[config.mk]
export PLATFORM = sky130hd
export DESIGN_NAME = soma_serial_param_flat
export DESIGN_NICKNAME = d
export VERILOG_FILES = /design/src/rtl/ula_pkg.sv /design/src/rtl/soma_serial_param_if.sv /design/src/rtl/soma_digito.sv /design/src/rtl/soma_serial_param.sv /design/src/flat_wrapper.sv
export SDC_FILE = /design/constraint.sdc
export NUM_CORES = 1
export LEC_CHECK = 0
export CAP_MARGIN = 10
export CORE_ASPECT_RATIO = 1.1
export CORE_UTILIZATION = 40
export DETAILED_ROUTE_END_ITERATION = 10
export PLACE_DENSITY_LB_ADDON = 0.15
export SLEW_MARGIN = 20
export SYNTH_ARGS = -nofsm -noshare
export SYNTH_HDL_FRONTEND = slang
export SYNTH_SLANG_ARGS = --single-unit
[constraint.sdc]
create_clock -name clk -period 4.3 [get_ports clk]
set_input_delay 0.86 -clock clk [delete_from_list [all_inputs] [get_ports clk]]
set_output_delay 0.86 -clock clk [all_outputs]
set_load 0.05 [all_outputs]
[src/rtl/ula_pkg.sv]
// ---------------------------------------------------------------------------
// ula_pkg
// Shared definitions for the ULA datapath blocks.
//   state_t  : control states of the serial adder (IDLE / RUN / DONE)
//   width_ok : elaboration-time legality check for WIDTH / DIGIT pairs
// ---------------------------------------------------------------------------
package ula_pkg;

  typedef enum logic [1:0] {
    ST_IDLE = 2'd0,
    ST_RUN  = 2'd1,
    ST_DONE = 2'd2
  } state_t;

  // A legal configuration splits the operand into a whole number of digits.
  function automatic bit width_ok(input int width, input int digit);
    return (digit > 0) && (width >= digit) && ((width % digit) == 0);
  endfunction

endpackage

[src/rtl/soma_serial_param_if.sv]
// ---------------------------------------------------------------------------
// soma_serial_param_if
// Handshake/operand bus between the ULA controller and the serial adder.
//   start    : request, honoured only when the adder is not computing
//   a, b     : operands (WIDTH bits)
//   c_in     : carry-in
//   sub      : 0 = add b, 1 = add ~b
//   busy     : adder is computing
//   done     : one-cycle pulse, result valid
//   result   : WIDTH+1 bit sum, MSB is the final carry-out
//   overflow : signed overflow of the WIDTH-bit sum
// modport master : controller side; modport slave : adder side
// ---------------------------------------------------------------------------
interface soma_serial_param_if #(
  parameter int WIDTH = 8
);

  logic             start;
  logic [WIDTH-1:0] a;
  logic [WIDTH-1:0] b;
  logic             c_in;
  logic             sub;
  logic             busy;
  logic             done;
  logic [WIDTH:0]   result;
  logic             overflow;

  modport master (
    output start, a, b, c_in, sub,
    input  busy, done, result, overflow
  );

  modport slave (
    input  start, a, b, c_in, sub,
    output busy, done, result, overflow
  );

endinterface

[src/rtl/soma_digito.sv]
// ---------------------------------------------------------------------------
// full_adder / soma_digito
// full_adder  : one-bit full adder (a, b, ci -> s, co).
// soma_digito : combinational DIGIT-bit ripple adder built from full_adder.
//   x, y   : digit operands
//   cin    : carry into bit 0
//   s      : digit sum
//   cout   : carry out of the MSB
//   c_last : carry into the MSB, paired with cout for signed overflow
// ---------------------------------------------------------------------------
module full_adder (
  input  logic a,
  input  logic b,
  input  logic ci,
  output logic s,
  output logic co
);

  assign s  = a ^ b ^ ci;
  assign co = (a & b) | (ci & (a ^ b));

endmodule

module soma_digito #(
  parameter int DIGIT = 4
) (
  input  logic [DIGIT-1:0] x,
  input  logic [DIGIT-1:0] y,
  input  logic             cin,
  output logic [DIGIT-1:0] s,
  output logic             cout,
  output logic             c_last
);

  logic [DIGIT:0] w_c;

  assign w_c[0] = cin;

  for (genvar g = 0; g < DIGIT; g++) begin : g_bit
    full_adder u_fa (
      .a  (x[g]),
      .b  (y[g]),
      .ci (w_c[g]),
      .s  (s[g]),
      .co (w_c[g+1])
    );
  end

  assign cout   = w_c[DIGIT];
  assign c_last = w_c[DIGIT-1];

endmodule

[src/rtl/soma_serial_param.sv]
// ---------------------------------------------------------------------------
// soma_serial_param
// Multi-cycle adder/subtractor: result = a + (sub ? ~b : b) + c_in, computed
// DIGIT bits per clock over NUM_DIGITS = WIDTH/DIGIT cycles through a single
// shared soma_digito.
//   clk   : clock, rising edge
//   rst_n : asynchronous active-low reset
//   s_bus : soma_serial_param_if.slave (start/a/b/c_in/sub in,
//           busy/done/result/overflow out)
// A start is accepted in IDLE or DONE (DONE -> RUN without an IDLE gap);
// start during RUN is ignored. result/overflow hold until the next accepted
// start or reset.
// ---------------------------------------------------------------------------
module soma_serial_param
  import ula_pkg::*;
#(
  parameter int WIDTH = 8,
  parameter int DIGIT = 4
) (
  input  logic              clk,
  input  logic              rst_n,
  soma_serial_param_if.slave s_bus
);

  localparam int NUM_DIGITS = WIDTH / DIGIT;
  localparam int IDX_W      = (NUM_DIGITS > 1) ? $clog2(NUM_DIGITS) : 1;
  localparam logic [IDX_W-1:0] LAST_IDX = IDX_W'(NUM_DIGITS - 1);

  if (!width_ok(WIDTH, DIGIT)) begin : g_bad_width
    $error("soma_serial_param: WIDTH (%0d) must be a multiple of DIGIT (%0d)",
           WIDTH, DIGIT);
  end

  state_t           r_state;
  logic [WIDTH-1:0] r_a;
  logic [WIDTH-1:0] r_bx;
  logic             r_carry;
  logic [IDX_W-1:0] r_idx;
  logic [WIDTH:0]   r_result;
  logic             r_overflow;
  logic             r_busy;
  logic             r_done;

  logic [DIGIT-1:0] w_x;
  logic [DIGIT-1:0] w_y;
  logic [DIGIT-1:0] w_s;
  logic             w_cout;
  logic             w_clast;

  // Current digit slice of the registered operands.
  assign w_x = r_a[r_idx*DIGIT +: DIGIT];
  assign w_y = r_bx[r_idx*DIGIT +: DIGIT];

  soma_digito #(
    .DIGIT (DIGIT)
  ) u_digito (
    .x      (w_x),
    .y      (w_y),
    .cin    (r_carry),
    .s      (w_s),
    .cout   (w_cout),
    .c_last (w_clast)
  );

  always_ff @(posedge clk or negedge rst_n) begin
    if (!rst_n) begin
      r_state    <= ST_IDLE;
      r_a        <= '0;
      r_bx       <= '0;
      r_carry    <= 1'b0;
      r_idx      <= '0;
      r_result   <= '0;
      r_overflow <= 1'b0;
      r_busy     <= 1'b0;
      r_done     <= 1'b0;
    end else begin
      case (r_state)
        ST_IDLE, ST_DONE: begin
          r_done <= 1'b0;
          if (s_bus.start) begin
            // b is inverted once at capture, so RUN only ever adds.
            r_a        <= s_bus.a;
            r_bx       <= s_bus.sub ? ~s_bus.b : s_bus.b;
            r_carry    <= s_bus.c_in;
            r_idx      <= '0;
            r_result   <= '0;
            r_overflow <= 1'b0;
            r_busy     <= 1'b1;
            r_state    <= ST_RUN;
          end else begin
            r_state <= ST_IDLE;
          end
        end

        ST_RUN: begin
          r_result[r_idx*DIGIT +: DIGIT] <= w_s;
          r_carry <= w_cout;
          if (r_idx == LAST_IDX) begin
            // Last digit: carry into the MSB vs. carry out of it gives the
            // signed overflow of the full WIDTH-bit sum.
            r_result[WIDTH] <= w_cout;
            r_overflow      <= w_clast ^ w_cout;
            r_busy          <= 1'b0;
            r_done          <= 1'b1;
            r_state         <= ST_DONE;
          end else begin
            r_idx <= r_idx + 1'b1;
          end
        end

        default: begin
          r_busy  <= 1'b0;
          r_done  <= 1'b0;
          r_state <= ST_IDLE;
        end
      endcase
    end
  end

  assign s_bus.busy     = r_busy;
  assign s_bus.done     = r_done;
  assign s_bus.result   = r_result;
  assign s_bus.overflow = r_overflow;

endmodule
[src/flat_wrapper.sv]
// flat-port wrapper written by rule: the top's interface ports become plain ports
module soma_serial_param_flat import ula_pkg::*;
#(
  parameter int WIDTH = 8,
  parameter int DIGIT = 4
)
  (clk, rst_n, s_bus_start, s_bus_a, s_bus_b, s_bus_c_in, s_bus_sub, s_bus_busy, s_bus_done, s_bus_result, s_bus_overflow);
  soma_serial_param_if #(.WIDTH(WIDTH)) s_bus_i ();
  input  logic clk;
  input  logic rst_n;
  input wire logic [$bits(s_bus_i.start)-1:0] s_bus_start;
  input wire logic [$bits(s_bus_i.a)-1:0] s_bus_a;
  input wire logic [$bits(s_bus_i.b)-1:0] s_bus_b;
  input wire logic [$bits(s_bus_i.c_in)-1:0] s_bus_c_in;
  input wire logic [$bits(s_bus_i.sub)-1:0] s_bus_sub;
  output wire logic [$bits(s_bus_i.busy)-1:0] s_bus_busy;
  output wire logic [$bits(s_bus_i.done)-1:0] s_bus_done;
  output wire logic [$bits(s_bus_i.result)-1:0] s_bus_result;
  output wire logic [$bits(s_bus_i.overflow)-1:0] s_bus_overflow;
  assign s_bus_i.start = s_bus_start;
  assign s_bus_i.a = s_bus_a;
  assign s_bus_i.b = s_bus_b;
  assign s_bus_i.c_in = s_bus_c_in;
  assign s_bus_i.sub = s_bus_sub;
  assign s_bus_busy = s_bus_i.busy;
  assign s_bus_done = s_bus_i.done;
  assign s_bus_result = s_bus_i.result;
  assign s_bus_overflow = s_bus_i.overflow;
  soma_serial_param #(.WIDTH(WIDTH), .DIGIT(DIGIT)) u_core (.clk(clk), .rst_n(rst_n), .s_bus(s_bus_i));
endmodule
* Word-level counts from Yosys, hierarchy flattened
Cells that the tools add are included.
** Storage, ports and cells
- Register bits after elaboration :: 32
- Latch bits :: 0
- Bits in writable memories :: 0
- ROM bits :: 0
- Bits of input ports :: 21
- Output and inout port bits :: 12
- Memories :: 0
** Cells by class
- $add $sub $neg :: 2
- Multipliers :: 0
- Div/mod/pow operators :: 0
- $lt $le $gt $ge :: 0
- Equality and inequality tests :: 4
- Shift-type cells :: 4
- Muxes and demuxes :: 20
- Bitwise gates (word level) :: 22
- Reduce and logical (&&, ||, !) cells :: 7
** Operators by type and width (number)
- negator 3 -> 34 bit :: 1
- variable shift 4 x 34 -> 9 bit, first input constant :: 1
- variable part select 4 x 34 -> 9 bit :: 1
- case mux 9 bit (2 select lines) :: 1
- variable part select 8 x 4 -> 4 bit :: 2
- two-way mux 1 bit :: 10
- bitwise mux 9 bit :: 1
- two-way mux 9 bit :: 1
- XOR 1 bit :: 9
- AND 1 bit :: 8
- two-way mux 8 bit :: 1
- NOT 8 bit :: 1
- case mux 1 bit (2 select lines) :: 4
- AND reduction 2 bit :: 3
- OR 1 bit :: 4
- case mux 2 bit (2 select lines) :: 1
- AND reduction 3 bit :: 1
- == test 2 x 1 -> 1 bit, second input constant :: 1
- == test 2 bit, second input constant :: 1
- zero test 2 bit :: 1
- two-way mux 2 bit :: 1
- != test 2 x 1 -> 1 bit, second input constant :: 1
- != test 2 bit, second input constant :: 1
- nonzero test 2 bit :: 1
- other kinds (2) :: 2

* Depth between registers and ports, before layout
- Depth after elaboration :: 13
- Mapped depth :: 9

* Cells and area by module
A second synthesis with hierarchy kept.
** Second synthesis, totals
- Cells, all modules :: 123
- Area, all modules :: 1491.4 um^2
** Modules (own cells, without submodules)
- soma_serial_param :: times used 1, cells an instance 119, area each 1411.4 um^2, seq. area each 775.7 um^2
- full_adder :: times used 4, cells an instance 1, area each 20.0 um^2, seq. area each 0.0 um^2

* Worst setup path before layout
Ideal clock, no wire load.
- Kind :: reg2reg
- From :: reg u_core.r_idx
- To :: reg u_core.r_carry
- Library setup time :: 126 ps
- Arrival :: 2340 ps
- Data required time :: 4174 ps
- Path slack :: 1834 ps
- Cell stages (with the launch flop) :: 9
- Path buffers :: 1
- Period minus slack after synthesis :: 2466 ps
- Cells stage by stage :: dfrtp_1 > buf_2 > mux2i_1 > fa_1 > fa_1 > inv_1 > fa_1 > fa_1 > a221o_1
** Between the ends
- Longest elaborated chain between the ends :: 11
** Ends and longest elaborated chain
- start, declared :: RTL line soma_serial_param.sv:38 : logic [IDX_W-1:0] r_idx;
- start signal, assigned :: RTL line soma_serial_param.sv:107 : r_idx <= r_idx + 1'b1;
- variable part select 8 x 4 -> 4 bit, on equally long branches :: RTL line soma_serial_param.sv:51, soma_serial_param.sv:52
- XOR 1 bit :: RTL line soma_digito.sv:20 : assign co = (a & b) | (ci & (a ^ b));
- AND 1 bit :: RTL line soma_digito.sv:20
- OR 1 bit :: RTL line soma_digito.sv:20
- AND 1 bit :: RTL line soma_digito.sv:20
- OR 1 bit :: RTL line soma_digito.sv:20
- AND 1 bit :: RTL line soma_digito.sv:20
- OR 1 bit :: RTL line soma_digito.sv:20
- AND 1 bit :: RTL line soma_digito.sv:20
- OR 1 bit * :: RTL line soma_digito.sv:20
- case mux 1 bit (2 select lines) * :: RTL line soma_serial_param.sv:77 : case (r_state)
- end signal, assigned :: RTL line soma_serial_param.sv:84 : r_carry <= s_bus.c_in;
- end signal, assigned :: RTL line soma_serial_param.sv:97 : r_carry <= w_cout;
- end, declared :: RTL line soma_serial_param.sv:37 : logic r_carry;
Every way passes the cells marked *; elsewhere a longest branch is shown, timed or not.
A chain may end at the register's enable or synchronous reset.

* Worst setup path after layout
Ends and elaborated chain as after synthesis.

==> flow_metrics.env <==
export IMPL_synth_common_cells="34 x nand2_1, 31 x dfrtp_1, 13 x o21ai_0"
export IMPL_num_io_pins=33
export IMPL_synth_cell_types=23
export IMPL_outcome="completed"
export IMPL_fin_ws_ps=1630
export IMPL_dieHeight_microns=64.5
export IMPL_crit_path_start_kind="flip-flop"
export IMPL_ir_drop_uv=309
export IMPL_drt_iter0_drc=42
export IMPL_cts_tree="yes"
export IMPL_nNetsFinal=195
export IMPL_combinationalPowerShare=0.518
export IMPL_synth_seq_cells=31
export IMPL_arrival_ps=2890
export IMPL_fin_crit_ps=2670
export IMPL_crit_path_end_kind="flip-flop"
export IMPL_synth_adder_area_share=0.0563
export IMPL_timing_rr_start="u_core.r_idx$_DFFE_PN0P_"
export IMPL_grt_pass1_wl_microns=4830
export IMPL_synthesis_area_sq_mm=0.00142
export IMPL_syn_inst=139
export IMPL_synthMuxAreaShare=0.0598
export IMPL_placed_cells=211
export IMPL_crit_required_ps=4520
export IMPL_crit_type="flip-flop to flip-flop"
export IMPL_cts_made_buffers=5
export IMPL_relSlewSlack=0.602
export IMPL_wl_microns=2690
export IMPL_place_ws_ps=1610
export IMPL_p_sw_uw=620
export IMPL_cts_sinks=31
export IMPL_ys_async_sr_fraction=1.00
export IMPL_ant_nets=0
export IMPL_synth_top_area_cell="dfrtp_1"
export IMPL_cellInternalPower_uw=776
export IMPL_initial_core_util=0.424
export IMPL_num_antenna_cells=0
export IMPL_drc_errors=0
export IMPL_grt_usage=0.170
export IMPL_synth_top_cell_area_share=0.545
export IMPL_synth_seq_area_share=0.545
export IMPL_endpoint="u_core.r_carry$_DFFE_PN0P_"
export IMPL_stdcell_count=219
export IMPL_drv_slew=0
export IMPL_power_frac_seq=0.367
export IMPL_synthXorXnorAreaFrac=0.0554
export IMPL_post_cts_buffers=0
export IMPL_gp_congestion=0.795
export IMPL_p_clk_frac=0.114
export IMPL_post_route_period_util=0.622
export IMPL_powerDensity_mw_per_mm2=770
export IMPL_switching_share=0.444
export IMPL_cts_root_buffer="clkbuf_4"
export IMPL_grt_max_degree=36
export IMPL_nFillCells=326
export IMPL_clkTransAtPathRegs_ps=90
export IMPL_hold_buffers=0
export IMPL_viasPerCell=4.74
export IMPL_min_from="u_core.r_bx[1]$_DFFE_PN0P_"
export IMPL_synth_compound_area_frac=0.0704
export IMPL_synth_top_family_by_area="simple AND/OR/NAND/NOR gates"
export IMPL_synth_edf_count=0
export IMPL_avgSynthCellArea_sq_um=10.2
export IMPL_max_freq_mhz=374
export IMPL_yosysMostFrequentCell="nand2_1"
export IMPL_cts_resized=0
export IMPL_rr_endpoint="u_core.r_carry$_DFFE_PN0P_"
export IMPL_grt_setup_unrepaired="no"
export IMPL_grt_pass1_vias=1128
export IMPL_drive_gt1_frac=0.0702
export IMPL_hold_viol=0
export IMPL_hp_class="flip-flop to flip-flop"
export IMPL_core_area_sq_mm=0.00336
export IMPL_p_leak_nw=0.826
export IMPL_synth_simple_area_share=0.165
export IMPL_setup_tns_ps=0
export IMPL_ys_flop_type="dfrtp_1"
export IMPL_drv_cap=0
export IMPL_synth_area_leaders="dfrtp_1 55%, nand2_1 9.0%, fa_1 5.6%, xnor2_1 5.5%, o21ai_0 4.6%"
export IMPL_area_growth_pct=27.5
export IMPL_yosys_warnings=0
export IMPL_vias=1038
export IMPL_synth_nets=164
export IMPL_io_buffers=32
export IMPL_die_x_microns=58.9
export IMPL_cts_max_path_buffers=2
export IMPL_finClkSkew_ps=4.23
export IMPL_tightest_slew_ps=596
export IMPL_critPathMaxFanout=12
export IMPL_utilization=0.540
export IMPL_placementRows=22
export IMPL_gr_total_overflow=0
export IMPL_reg2reg_slack_ps=1630
export IMPL_drt_wirelength_per_cell_microns=12.3
export IMPL_startpoint="u_core.r_idx$_DFFE_PN0P_"
export IMPL_dieArea_sq_mm=0.00380
export IMPL_clk_latency_ps=320
export IMPL_finalSetupViolations=0
export IMPL_drt_first_pass_iters=6
export IMPL_hpwl_microns=2000
export IMPL_antenna_found_initial=0
export IMPL_r2r_cells=7
export IMPL_htreeDepth=2
==> worst max-delay path, cell delays in order (launching register included) <==
cell and delay, ps:
dfrtp_1 640, mux2i_1 300, fa_1 220, fa_1 160, inv_1 50, fa_1 410, fa_1 450, a221o_1 330
==> worst min path at each step <==
| stage | to | slack, ps | depth (start not counted) |
|---|---|---|---|
| after floorplan | u_core.r_a[6]$_DFFE_PN0P_ | 440 | 2 |
| after global placement | u_core.r_a[6]$_DFFE_PN0P_ | 470 | 2 |
| after detailed placement | u_core.r_a[3]$_DFFE_PN0P_ | 470 | 2 |
| after CTS | u_core.r_a[3]$_DFFE_PN0P_ | 490 | 2 |
| after global routing | u_core.r_bx[3]$_DFFE_PN0P_ | 520 | 2 |
| final | u_core.r_bx[1]$_DFFE_PN0P_ | 490 | 2 |
==> sequential cells by signal (all words and copies together) (netlist names) <==
name and flops:
u_core.s_bus.done 1, u_core.s_bus.overflow 1, u_core.s_bus.busy 1, u_core.r_bx 8, u_core.s_bus.result 9, u_core.r_idx 1, u_core.r_carry 1, u_core.r_state 1
u_core.r_a 8
==> final cells by class <==
cell class	instances	area [sq um]	share of cell area
multi-input cells	94	582	0.321
inverters	5	18.8	0.0103
repair buffers	33	328	0.181
clock inverters	1	5.00	0.00276
flip-flops and latches	31	776	0.428
well taps	48	60.1	0.0331
clock buffers	7	45.0	0.0248
==> cells in the final DEF, fill, tap and decap left out, types with 2 or more instances in the layout <==
master and count:
nand2_1 34, clkdlybuf4s50_1 32, dfrtp_1 31, o21ai_0 13, nand3_1 11, xnor2_1 9, inv_1 5, clkbuf_4 5
mux2_2 4, mux2i_1 4, o21ai_1 4, fa_1 4, nor2_1 3, clkbuf_1 2
==> cell families after synthesis <==
logic type | after synthesis
simple gates | 54
flops | 31
compound gates | 19
buf+inv | 14
xor+xnor | 9
mux | 8
fa+ha+maj | 4
==> through the flow <==
stage	area [sq um]	power, mW	hold WS (ps)
after floorplan	1420	1.05	440
after global placement	1760	1.23	466
after detailed placement	1760	1.26	467
after CTS	1810	1.42	491
after global routing	1810	1.53	517
final	1810	1.40	485
==> power groups by stage <==
stage | logic (mW) | clock network [mW] | registers, mW
2_1_floorplan | 0.431 | 0 | 0.621
3_3_place_gp | 0.710 | 0 | 0.519
3_5_place_dp | 0.736 | 0 | 0.522
4_1_cts | 0.738 | 0.165 | 0.516
5_1_grt | 0.817 | 0.177 | 0.534
6_report | 0.724 | 0.160 | 0.513
==> per-layer routing <==
layer	track usage	wire [microns]	vias to the layer above
met1	0.189	1150	496
met3	0.0539	117	4
li1	-	-	515
met4	0.0536	40	0
met2	0.304	1380	23
met5	0	0	-
(Power assumes the default switching activity.)
